File: config.mk
export PLATFORM = sky130hd
export DESIGN_NAME = prog_modn_counter
export DESIGN_NICKNAME = d
export VERILOG_FILES = /design/src/rtl/counter_pkg.sv /design/src/rtl/prog_modn_counter.sv
export SDC_FILE = /design/constraint.sdc
export NUM_CORES = 1
export LEC_CHECK = 0
export ABC_AREA = 0
export CORE_MARGIN = 1.5
export CORE_UTILIZATION = 49
export DETAILED_ROUTE_END_ITERATION = 16
export PLACE_DENSITY = 0.87
export SYNTH_ARGS = -nofsm -noshare
export SYNTH_HDL_FRONTEND = slang
export SYNTH_SLANG_ARGS = --single-unit
File: constraint.sdc
create_clock -name clk -period 3.4 [get_ports clk]
set_clock_uncertainty 0.2 [all_clocks]
set_input_delay 0.51 -clock clk [delete_from_list [all_inputs] [get_ports clk]]
set_output_delay 0.51 -clock clk [all_outputs]
set_load 0.05 [all_outputs]
File: src/rtl/counter_pkg.sv
// Shared types for the counter family: FSM state encoding and direction constants.
package counter_pkg;

  typedef enum logic [1:0] {
    ST_IDLE = 2'd0,
    ST_RUN  = 2'd1,
    ST_DONE = 2'd2
  } state_e;

  localparam logic DIR_UP   = 1'b1;
  localparam logic DIR_DOWN = 1'b0;

endpackage

File: src/rtl/prog_modn_counter.sv
// Runtime-programmable modulo-M up/down counter with start/stop, one-shot mode,
// synchronous load and a registered one-cycle terminal-count pulse.
module prog_modn_counter
  import counter_pkg::*;
#(
  parameter int unsigned W         = 8,
  parameter int unsigned N_DEFAULT = 48
) (
  input  logic         clk,
  input  logic         reset,
  input  logic         en,
  input  logic         up,
  input  logic         oneshot,
  input  logic         start,
  input  logic         stop,
  input  logic         load,
  input  logic [W-1:0] load_val,
  input  logic         cfg_wr,
  input  logic [W-1:0] mod_val,
  output logic [W-1:0] count,
  output logic         tc,
  output logic         busy,
  output logic         done
);

  logic [W-1:0] mod_q, mod_d;
  logic [W-1:0] count_q, count_d;
  state_e       state_q, state_d;
  logic         oneshot_q, oneshot_d;
  logic         tc_q, tc_d;
  logic         busy_q, done_q;

  // A modulus of 0 encodes 2^W, so last is formed one bit wider and truncated.
  logic [W:0]   last_ext;
  logic [W-1:0] last;

  assign last_ext = {1'b0, mod_q} - {{W{1'b0}}, 1'b1};
  assign last     = last_ext[W-1:0];

  // Next-count, wrap and state decision, in action priority order.
  always_comb begin
    mod_d     = mod_q;
    count_d   = count_q;
    state_d   = state_q;
    oneshot_d = oneshot_q;
    tc_d      = 1'b0;

    if (cfg_wr) begin
      mod_d   = mod_val;
      count_d = '0;
      state_d = ST_IDLE;
    end else if (load) begin
      count_d = (load_val > last) ? last : load_val;
    end else if (start) begin
      state_d   = ST_RUN;
      count_d   = (up == DIR_UP) ? '0 : last;
      oneshot_d = oneshot;
    end else if (stop && (state_q == ST_RUN)) begin
      state_d = ST_IDLE;
    end else if (en && (state_q == ST_RUN)) begin
      if (up == DIR_UP) begin
        if (count_q == last) begin
          count_d = '0;
          tc_d    = 1'b1;
        end else begin
          count_d = count_q + 1'b1;
        end
      end else begin
        if (count_q == '0) begin
          count_d = last;
          tc_d    = 1'b1;
        end else begin
          count_d = count_q - 1'b1;
        end
      end
      if (tc_d && oneshot_q) begin
        state_d = ST_DONE;
      end
    end
  end

  always_ff @(posedge clk) begin
    if (!reset) begin
      mod_q     <= W'(N_DEFAULT);
      count_q   <= '0;
      state_q   <= ST_IDLE;
      oneshot_q <= 1'b0;
      tc_q      <= 1'b0;
      busy_q    <= 1'b0;
      done_q    <= 1'b0;
    end else begin
      mod_q     <= mod_d;
      count_q   <= count_d;
      state_q   <= state_d;
      oneshot_q <= oneshot_d;
      tc_q      <= tc_d;
      busy_q    <= (state_d == ST_RUN);
      done_q    <= (state_d == ST_DONE);
    end
  end

  assign count = count_q;
  assign tc    = tc_q;
  assign busy  = busy_q;
  assign done  = done_q;

endmodule
==> summary.md <==
| Metric | Value |
|---|---|
| Synth Flop Type | dfxtp_1 |
| Max incr delay on CP | 0.37 ns |
| # DRC | 0 |
| Clock transition at the registers of the reported paths | 0.09 ns |
| Clock sink count | 22 |
| Slew @ Worst Pin | 0.8338 ns |
| H-tree depth | 1 |
| Core ar. | 4324 um^2 |
| FP Rows | 24 |
| # IOs | 36 |
| Leakage | 1.043 nW |
| Reg2reg start | mod_q[2] |
| Cell taking the most area after synthesis | dfxtp_1 |
| Net count, final | 354 |
| Routability congestion estimate | 0.9655 |
| First-pass GRT wire length | 10470 um |
| Worst Hold Class | reg -> reg |
| Via count | 2275 |
| Layout area overhead | 26.28% |
| Register bit total from synthesis | 22 |
| F_max | 305.5 MHz |
| # setup viols final | 0 |
| CP max-delay cell | dfxtp_1 |
| Critical path required time | 3.35 ns |
| CTS tree | yes |
| Drt total wl | 6354 um |
| Total power | 0.0009361 W |
| Final Core Density | 63.69% |
| Final hold violations | 0 |
| Post-Syn Nets | 314 |
| Total GRT Usage | 26.24% |
| Cell Area, Synth | 2181 um^2 |
| Synth async-reset ratio | 0% |
| Post-synth top area share | 20.20% |
| Ratio of cells with drive above 1 in the final layout | 14.83% |
| Vias in the first global route | 2155 |
| Min-delay src | oneshot_q |
| Syn Inst Count | 278 |
| DP HPWL | 4789 um |
| Crit start category | register |
| Clk_lat worst skew | 0.27 ns |
| CTS Hold Bufs | 0 |
| Avg WL per Cell | 17.22 um |
| Post-Route Setup TNS | 0 ns |
| N_diodes | 0 |
| MaxCap Viol Count | 0 |
| Slew Limit Fails | 0 |
| Ys Warns | 0 |
| RSZ-0062 raised after global routing | false |
| Final antenna-violating net count | 0 |
| Worst path arrival time | 3.23 ns |
| Post-DR vias/cell | 6.165 |
| Max_slew headroom | 43.71% |
| Status | finished clean |
| Seq/Total Area, Yosys | 20.20% |
| Period utilization | 96.26% |
| Pwr Density | 339.9 nW/um^2 |
| Critical-path cell list | nor3_4 > nand2_1 > xnor2_1 > inv_1 > ha_1 > a21oi_1 > o21ai_0 > buf_4 > nor2_1 > mux2_2 > a211oi_1 > a21oi_1 |
| Final min period | 3.273 ns |
| CP Capture Type | register |
| Post-synth EDFFs | 0 |
| Die area | 4860 um^2 |
| Largest net degree at the start of global routing | 17 |
| Top post-synthesis cells by area | dfxtp_1 20%, ha_1 6.3%, xnor2_1 4.8% |
| Clock buffer depth | 2 |
| CP dominant cell by count | a21oi_1 |
| Top-count cell post-synth | dfxtp_1 |
| WS Path Type | reg -> reg |
| CTS root buffer | clkbuf_8 |
| Syn avg cell area | 7.845 um^2 |
| Worst vdd ir | 0.0002123 V |
| Critical path launch point | mod_q[2] |
| Die H | 69.72 um |
| Crit-path max FO | 7 |
| Die width | 69.72 um |
| Port Buffers | 35 |
| Initial Utilization | 50.43% |
| Post-synth top cells | 22 x dfxtp_1, 19 x nor2_1, 17 x nand2_1 |
| DRT Pass-1 Iters | 5 |
| CTS buffer count | 3 |
| Grt ovf | 0 |
| First DRT Iteration DRCs | 232 |
| Library cells used by synthesis | 60 |
| Initial antenna violation count | 0 |
| Hold_ws | 0.3088 ns |
path summary, 6_finish.rpt:
kind                             endpoint  slack (ns)  cells after the start
worst max-delay path             count[6]        0.13                     12
worst min-delay path            oneshot_q        0.31                      2
worst max register to register   count[6]        0.13                     12
worst min register to register  oneshot_q        0.31                      2
worst max-delay path, delay by kind of cell, from the launching register on:
| family | cells | cell delay (ns) |
|---|---|---|
| AO/OA/AOI/OAI | 4 | 0.63 |
| XOR/XNOR | 1 | 0.31 |
| adder cells (fa/ha/maj) | 1 | 0.30 |
| buffers and inverters | 2 | 0.29 |
| flip-flops | 1 | 0.37 |
| multiplexers | 1 | 0.36 |
| AND/OR/NAND/NOR | 3 | 0.68 |
cell families (layout without fill, tap and decap cells):
| logic type | after synthesis | after routing | share of synthesized area, % |
|---|---|---|---|
| compound gates | 74 | 74 | 24.38 |
| xor+xnor | 17 | 17 | 7.172 |
| fa+ha+maj | 11 | 11 | 6.311 |
| buf+inv | 34 | 73 | 6.598 |
| flops | 22 | 22 | 20.19 |
| mux | 14 | 14 | 6.655 |
| simple gates | 106 | 106 | 28.69 |
metal layers:
layer | wire length (um) | GRT usage (%)
met2 | 2928 | 42.52
met4 | 87 | 8.547
met3 | 433 | 3.052
met5 | 0 | 0
met1 | 2905 | 36.45
registers in the layout, summed over array words and instances (netlist names):
register   cells
tc             1
state_q        2
busy           1
mod_q          8
oneshot_q      1
done           1
count          8
layout make-up:
cell class / count / area (um^2)
Inverter: 16 / 60.06
Timing Repair Buffer: 53 / 485.5
Tap cell: 52 / 65.06
Sequential cell: 22 / 441.7
Fill cell: 375 / 1570
Clock inverter: 1 / 30.03
Clock buffer: 3 / 41.29
Multi-Input combinational cell: 222 / 1630
power by group:
part	internal, W	switching [W]
sequential	0.000271	0.0000281
clock	0.000157	0.0000944
combinational	0.000176	0.000210
total	0.000604	0.000332
repair_timing:
action	in CTS	in global routing
endpoints found under the setup margin	1	6
setup buffers	0	0
resized for setup	2	8
placed cells by master (no fill, tap or decap), types with 6 or more instances in the layout:
cell	n
o21ai_0	13
nor2_1	18
mux2i_1	10
a211oi_1	6
dfxtp_1	21
inv_1	16
a21oi_1	14
nand2_1	17
nand3_1	9
ha_1	10
clkdlybuf4s50_1	35
nor2b_1	13
xnor2_1	12
buf_4	18
per-stage QoR:
| step | setup WS [ns] | cells | instance area, um^2 |
|---|---|---|---|
| global placement | 0.1205 | 365 | 2648 |
| CTS | 0.1267 | 369 | 2729 |
| detailed placement | 0.01869 | 365 | 2648 |
| floorplan | 0.2095 | 278 | 2181 |
| global route | 0.008402 | 369 | 2754 |
| finish | 0.1272 | 369 | 2754 |
(Power assumes the default switching activity.)
